File: config.mk
export PLATFORM = sky130hd
export DESIGN_NAME = voltage_sampler
export DESIGN_NICKNAME = d
export VERILOG_FILES = /design/src/rtl/vsamp_pkg.sv /design/src/rtl/sample_tick_gen.sv /design/src/rtl/voltage_sampler.sv
export SDC_FILE = /design/constraint.sdc
export NUM_CORES = 1
export LEC_CHECK = 0
export CAP_MARGIN = 20
export CORE_ASPECT_RATIO = 1.25
export CORE_MARGIN = 2
export CORE_UTILIZATION = 48
export DETAILED_ROUTE_END_ITERATION = 7
export PLACE_DENSITY_LB_ADDON = 0.1
export SLEW_MARGIN = 20
export SYNTH_ARGS = -nofsm -noshare
export SYNTH_HDL_FRONTEND = slang
export SYNTH_SLANG_ARGS = --single-unit
File: constraint.sdc
create_clock -name clk -period 1.4 [get_ports clk]
set_input_delay 0.28 -clock clk [delete_from_list [all_inputs] [get_ports clk]]
set_output_delay 0.28 -clock clk [all_outputs]
set_load 0.02 [all_outputs]
File: src/rtl/vsamp_pkg.sv
// Shared definitions for the voltage sampler: FSM state encoding, output
// width and a counter-width helper.
package vsamp_pkg;

    localparam int VOL_W = 8;

    typedef enum logic [2:0] {
        IDLE      = 3'd0,
        WAIT_TICK = 3'd1,
        CONVERT   = 3'd2,
        WAIT_DONE = 3'd3,
        UPDATE    = 3'd4,
        FAULT     = 3'd5
    } vsamp_state_t;

    // Bits needed for a counter holding 0 .. count-1 (never less than one bit).
    function automatic int cnt_w(input int count);
        return (count <= 2) ? 1 : $clog2(count);
    endfunction

endpackage

File: src/rtl/sample_tick_gen.sv
// Conversion pacing divider. While enable is high it counts down from
// SAMPLE_DIV-1 and raises a one-cycle tick at zero; the first tick lands
// SAMPLE_DIV cycles after enable rises. Dropping enable clears the counter.
module sample_tick_gen
    import vsamp_pkg::*;
#(
    parameter int SAMPLE_DIV = 100
) (
    input  logic clk,
    input  logic rst_n,
    input  logic enable,
    output logic tick
);

    localparam int CW = cnt_w(SAMPLE_DIV);
    localparam logic [CW-1:0] RELOAD = CW'(SAMPLE_DIV - 1);

    logic [CW-1:0] count_reg;
    logic          armed_reg;

    // Load on the first enabled edge, then count down and wrap at zero
    always_ff @(posedge clk or negedge rst_n) begin
        if (!rst_n) begin
            count_reg <= '0;
            armed_reg <= 1'b0;
        end else if (!enable) begin
            count_reg <= '0;
            armed_reg <= 1'b0;
        end else if (!armed_reg) begin
            count_reg <= RELOAD;
            armed_reg <= 1'b1;
        end else if (count_reg == '0) begin
            count_reg <= RELOAD;
        end else begin
            count_reg <= count_reg - 1'b1;
        end
    end

    // The zero-count is only meaningful once the counter has been loaded
    assign tick = enable && armed_reg && (count_reg == '0);

endmodule

File: src/rtl/voltage_sampler.sv
// Supply-voltage sampler feeding the brownout rate detector. Paces ADC
// conversions, scales results to 8 bits, primes and gates the detector
// enable, and latches a sticky fault when the ADC stops answering.
// Optional build macro VSAMP_AVG_EN: four-entry moving average of samples.
module voltage_sampler
    import vsamp_pkg::*;
#(
    parameter int SAMPLE_DIV = 100,
    parameter int ADC_W      = 10,
    parameter int TIMEOUT    = 64,
    parameter int PRIME      = 2
) (
    input  logic             clk,
    input  logic             rst_n,
    input  logic             enable,
    output logic             adc_start,
    input  logic             adc_done,
    input  logic [ADC_W-1:0] adc_data,
    output logic [VOL_W-1:0] vol_bus,
    output logic             bod_en,
    output logic             sample_stb,
    output logic             adc_fault
);

`ifdef VSAMP_AVG_EN
    // The detector must not see a partially filled averaging window
    localparam int PRIME_EFF = (PRIME > 4) ? PRIME : 4;
`else
    localparam int PRIME_EFF = PRIME;
`endif

    localparam int TW = cnt_w(TIMEOUT);
    localparam int PW = cnt_w(PRIME_EFF + 1);
    // Last WAIT_DONE cycle: the counter would reach TIMEOUT-1 on this edge
    localparam logic [TW-1:0] TO_LAST    = TW'(TIMEOUT - 2);
    localparam logic [PW-1:0] PRIME_FULL = PW'(PRIME_EFF);

    vsamp_state_t     state_reg, state_next;
    logic             tick;
    logic             pending_reg;
    logic             go;
    logic             to_expire;
    logic             accept;
    logic             timed_out;
    logic [TW-1:0]    to_cnt_reg;
    logic [ADC_W-1:0] cap_reg;
    logic [PW-1:0]    prime_reg, prime_inc;
    logic [VOL_W-1:0] vol_reg, scaled;
    logic             stb_reg, bod_en_reg, fault_reg;
    logic             unused_lsbs;

    sample_tick_gen #(
        .SAMPLE_DIV(SAMPLE_DIV)
    ) u_tick (
        .clk   (clk),
        .rst_n (rst_n),
        .enable(enable),
        .tick  (tick)
    );

    assign go        = tick || pending_reg;
    assign to_expire = (to_cnt_reg == TO_LAST);
    // adc_done beats a simultaneous timeout expiry
    assign accept    = (state_reg == WAIT_DONE) && adc_done;
    assign timed_out = (state_reg == WAIT_DONE) && !adc_done && to_expire;
    assign prime_inc = (prime_reg == PRIME_FULL) ? prime_reg : prime_reg + 1'b1;

    // State register
    always_ff @(posedge clk or negedge rst_n) begin
        if (!rst_n) begin
            state_reg <= IDLE;
        end else begin
            state_reg <= state_next;
        end
    end

    // Next-state decode and the conversion request strobe
    always_comb begin
        state_next = state_reg;
        adc_start  = 1'b0;
        case (state_reg)
            IDLE: begin
                if (enable) state_next = WAIT_TICK;
            end
            WAIT_TICK: begin
                if (go) state_next = CONVERT;
            end
            CONVERT: begin
                adc_start  = 1'b1;
                state_next = WAIT_DONE;
            end
            WAIT_DONE: begin
                if (adc_done) begin
                    state_next = UPDATE;
                end else if (to_expire) begin
                    state_next = FAULT;
                end
            end
            UPDATE: begin
                state_next = WAIT_TICK;
            end
            FAULT: begin
                state_next = FAULT;
            end
            default: begin
                state_next = IDLE;
            end
        endcase
        // Run control overrides everything, including a conversion in flight
        if (!enable) state_next = IDLE;
    end

    // One-deep memory for a tick that arrives while a conversion is busy
    always_ff @(posedge clk or negedge rst_n) begin
        if (!rst_n) begin
            pending_reg <= 1'b0;
        end else if (!enable || state_reg == WAIT_TICK) begin
            pending_reg <= 1'b0;
        end else if (tick) begin
            pending_reg <= 1'b1;
        end
    end

    // Conversion timeout counter, restarted at every request
    always_ff @(posedge clk or negedge rst_n) begin
        if (!rst_n) begin
            to_cnt_reg <= '0;
        end else if (!enable || state_reg == CONVERT) begin
            to_cnt_reg <= '0;
        end else if (state_reg == WAIT_DONE && !to_expire) begin
            to_cnt_reg <= to_cnt_reg + 1'b1;
        end
    end

    // Capture the ADC result in the cycle adc_done is seen
    always_ff @(posedge clk or negedge rst_n) begin
        if (!rst_n) begin
            cap_reg <= '0;
        end else if (enable && accept) begin
            cap_reg <= adc_data;
        end
    end

`ifdef VSAMP_AVG_EN
    logic [ADC_W-1:0] hist_reg [3];
    logic [ADC_W+1:0] sum;
    logic [ADC_W-1:0] avg;

    // Window = newest capture plus the three previous accepted samples
    always_comb begin
        sum = {2'b00, cap_reg} + {2'b00, hist_reg[0]}
            + {2'b00, hist_reg[1]} + {2'b00, hist_reg[2]};
    end

    assign avg         = sum[ADC_W+1:2];
    assign scaled      = avg[ADC_W-1 -: VOL_W];
    assign unused_lsbs = ^sum;

    // Sample history shifts once per published sample; empties when stopped
    always_ff @(posedge clk or negedge rst_n) begin
        if (!rst_n) begin
            for (int i = 0; i < 3; i++) hist_reg[i] <= '0;
        end else if (!enable) begin
            for (int i = 0; i < 3; i++) hist_reg[i] <= '0;
        end else if (state_reg == UPDATE) begin
            hist_reg[0] <= cap_reg;
            hist_reg[1] <= hist_reg[0];
            hist_reg[2] <= hist_reg[1];
        end
    end
`else
    assign scaled      = cap_reg[ADC_W-1 -: VOL_W];
    assign unused_lsbs = ^cap_reg;
`endif

    // Publish samples, count priming and manage the detector enable and fault
    always_ff @(posedge clk or negedge rst_n) begin
        if (!rst_n) begin
            vol_reg    <= '0;
            stb_reg    <= 1'b0;
            prime_reg  <= '0;
            bod_en_reg <= 1'b0;
            fault_reg  <= 1'b0;
        end else if (!enable) begin
            // vol_reg deliberately keeps the last published sample
            stb_reg    <= 1'b0;
            prime_reg  <= '0;
            bod_en_reg <= 1'b0;
            fault_reg  <= 1'b0;
        end else begin
            stb_reg <= 1'b0;
            if (state_reg == UPDATE) begin
                vol_reg   <= scaled;
                stb_reg   <= 1'b1;
                prime_reg <= prime_inc;
                if (prime_inc == PRIME_FULL) bod_en_reg <= 1'b1;
            end
            if (timed_out) begin
                fault_reg  <= 1'b1;
                bod_en_reg <= 1'b0;
            end
        end
    end

    assign vol_bus    = vol_reg;
    assign sample_stb = stb_reg;
    assign bod_en     = bod_en_reg;
    assign adc_fault  = fault_reg;

endmodule
==> key figures <==
Routing
  – Routed wire length: roughly 4200 µm
  – WL/cell: approximately 16 µm
  – Routed vias: roughly 1400
  – # DRC: 0
  – Drt pass-1 iters: 4
  – Number of vias per cell: 5.678
  – Iteration-0 DRC Markers: 96
  – Post-route ant nets: 0

Power and ir drop
  – Leakage: 1.305 nW
  – P per Cell Area: 1034 nW/µm²
  – Max IR drop VDD: just under 0.0008 V

STA
  – Final Setup Violations: 20
  – Setup Skew: 0.005745 ns
  – Hold Vio Cnt, Final: 0
  – Min Tclk post-route: about 1.5 ns
  – Max Slew Vio Count: 0
  – Max frequency: 650.8 MHz
  – Post-route clock period utilization: 109.8%
  – RSZ-0062 raised after global routing: true
  – Setup TNS: -0.8322 ns
  – Slew @ Worst Pin: 0.4120 ns
  – Final worst slack: -0.1365 ns
  – Worst slew margin: 72.53%

Global routing
  – First-pass GRT wire length: 6975 µm
  – GRT Util Overall: 21.42%
  – Largest net degree at the start of global routing: 23
  – GRT overflow: 0
  – Via count of the first global-routing pass: 1504
  – Initial antenna violation count: 0

Floorplan
  – Initial Utilization: 49.90%
  – DIE WIDTH: 59.87 µm
  – Die height: 73.84 µm
  – Placement Rows: 25
  – IO Count: 26
  – Core Region: between 3000 and 4000 µm²
  – Die area: approximately 4400 µm²

Cells and area
  – Share of layout cells above drive strength 1: 36.74%
  – FILL cells: 271
  – Most frequent cells in the layout: dfrtp_1, buf_4, mux2_4
  – Area grow syn2layout: 45.62%
  – Antenna fix cells: 0
  – Nets@finish: 233
  – Commonest non-fill, non-tap cell in the layout: dfrtp_1
  – Core Util, Final: 72.67%

Critical path
  – Largest delay share family, worst path: simple AND/OR/NAND/NOR gates
  – CP Cell Sequence: or3b_4 > clkinv_4 > buf_6
  – WP data required: 1.12 ns
  – Worst Path Arrival: between 1 and 1.5 ns
  – Crit start category: flop
  – CP Max Fanout: 2
  – Buf+Inv Stages, Crit Path: 2
  – Setup crit end kind: primary output
  – R2R setup slack: -0.08 ns
  – WS Path Type: reg2out
  – Slowest stage delay, CP: 0.42 ns
  – Slowest library cell on the worst path: or3b_4

Flow run
  – Max-cap violations: 0

Synth
  – Ys async rst share: 100.0%
  – Synthesized flop and latch total: 39
  – Cell variety after synth: 47
  – Cells after Synth: 157
  – Post-synth EDFFs: 0
  – Top cells by area, synth: dfrtp_1, mux2_2, ha_1
  – Syn Nets: 176
  – Main synth FF type: dfrtp_1
  – Top-area cell type share of the netlist area: 52.10%
  – Synth Cell Area: 1873 µm²
  – Synthesized area per cell: 11.93 µm²
  – Yosys warnings: 0
  – Register area share after synthesis: a little over half
  – Most area-hungry cell type in the Yosys netlist: dfrtp_1

Clocking
  – CTS tree: yes
  – Root buf cell: clkbuf_8
  – # clock sinks: 39
  – Number of H-tree levels: 2
  – Clock Path Buffers: 2
  – Clock transition at path regs: around 0.070 ns
  – Worst-Skew Late Latency: 0.29 ns
  – TritonCTS buffer count: 5

Placement
  – Post-detail-place hpwl: 2752 µm
  – RD Place Congestion: 0.8269
  – I/O Buffers: 23
  – Worst slack, placed: -0.3046 ns

Outcome
  – Violated checks: setup timing
  – Outcome: complete, but fails checks

Min path
  – Hold crit path type: in2async
[stage by stage]
step                cell area [µm²]  instances  hold slack (ns)  power [mW]
global placement               2313        235           0.2289       1.620
floorplan                      1891        157         -0.01559       1.477
global route                   2728        255           0.5093       2.944
finish                         2728        255           0.4840       2.819
CTS                            2651        253           0.4946       2.808
detailed placement             2313        235           0.2367       1.637
[metal layers]
metal / GRT usage [%] / up-vias / wire length, µm
met5: 0 / - / 0
met4: 9.877 / 0 / 69
met3: 5.986 / 5 / 172
met1: 25.00 / 731 / 1724
met2: 35.87 / 26 / 2226
li1: - / 686 / -
[power by group]
part / leakage (nW) / internal [mW] / switching (mW)
Sequential: 0.521 / 1.21 / 0.0582
Clock: 0.0654 / 0.712 / 0.385
Combinational: 0.718 / 0.262 / 0.189
[timing repair]
action	in CTS	in global routing
resized for setup	42	17
endpoints found under the hold margin	17	0
pin swaps	7	8
setup buffers	8	2
cloned	1	0
endpoints found under the setup margin	35	34
hold buffers	1	0
[layout make-up]
cell class / count / area, µm² / area share [%]
sequential: 39 / 978.4 / 35.87
multi-input combinational: 103 / 975.9 / 35.78
timing repair buffer: 56 / 549.3 / 20.14
clock buffer: 6 / 72.57 / 2.661
clock inverter: 2 / 60.06 / 2.202
tap: 40 / 50.05 / 1.835
inverter: 9 / 41.29 / 1.514
[worst reg2reg max path, delay by kind of cell (launching register included)]
| kind | cells | cell delay, ns |
|---|---|---|
| flip-flops | 1 | 0.39 |
| AND/OR/NAND/NOR | 2 | 0.36 |
| buffers and inverters | 2 | 0.34 |
| multiplexers | 1 | 0.29 |
[Yosys cell counts (3+ instances only)]
master,n
dfrtp_1,39
mux2_2,16
inv_1,8
nand3_1,7
nor2_1,6
ha_1,5
mux2i_1,4
nor3_1,4
o211ai_1,4
o21ai_0,4
a31oi_1,3
and3_1,3
nand2_1,3
nand2b_1,3
nand3b_1,3
nor4_1,3
o31a_1,3
[final timing paths]
kind                              start  depth (start not counted)                   to
setup / recovery           state_reg[2]                          3            adc_start
hold / removal                    rst_n                          2           cap_reg[4]
setup reg to reg           state_reg[1]                          5           vol_bus[5]
hold reg to reg              vol_bus[4]                          1           vol_bus[4]
max in group asynchronous         rst_n                          3  u_tick.count_reg[2]
min in group clk             vol_bus[4]                          1           vol_bus[4]
[kinds of logic (layout without fill, tap and decap cells)]
group | count (synthesis) | after routing | share of synthesized area, %
and+or+nand+nor | 49 | 49 | 17.50
DFF | 39 | 39 | 52.10
AOI/OAI and AO/OA | 26 | 26 | 9.954
muxes | 20 | 20 | 11.76
buffers and inverters | 15 | 73 | 3.941
adders and majority gates | 5 | 5 | 3.340
xor gates and xnor gates | 3 | 3 | 1.403
Note: power is estimated with default switching activity, not from simulation.
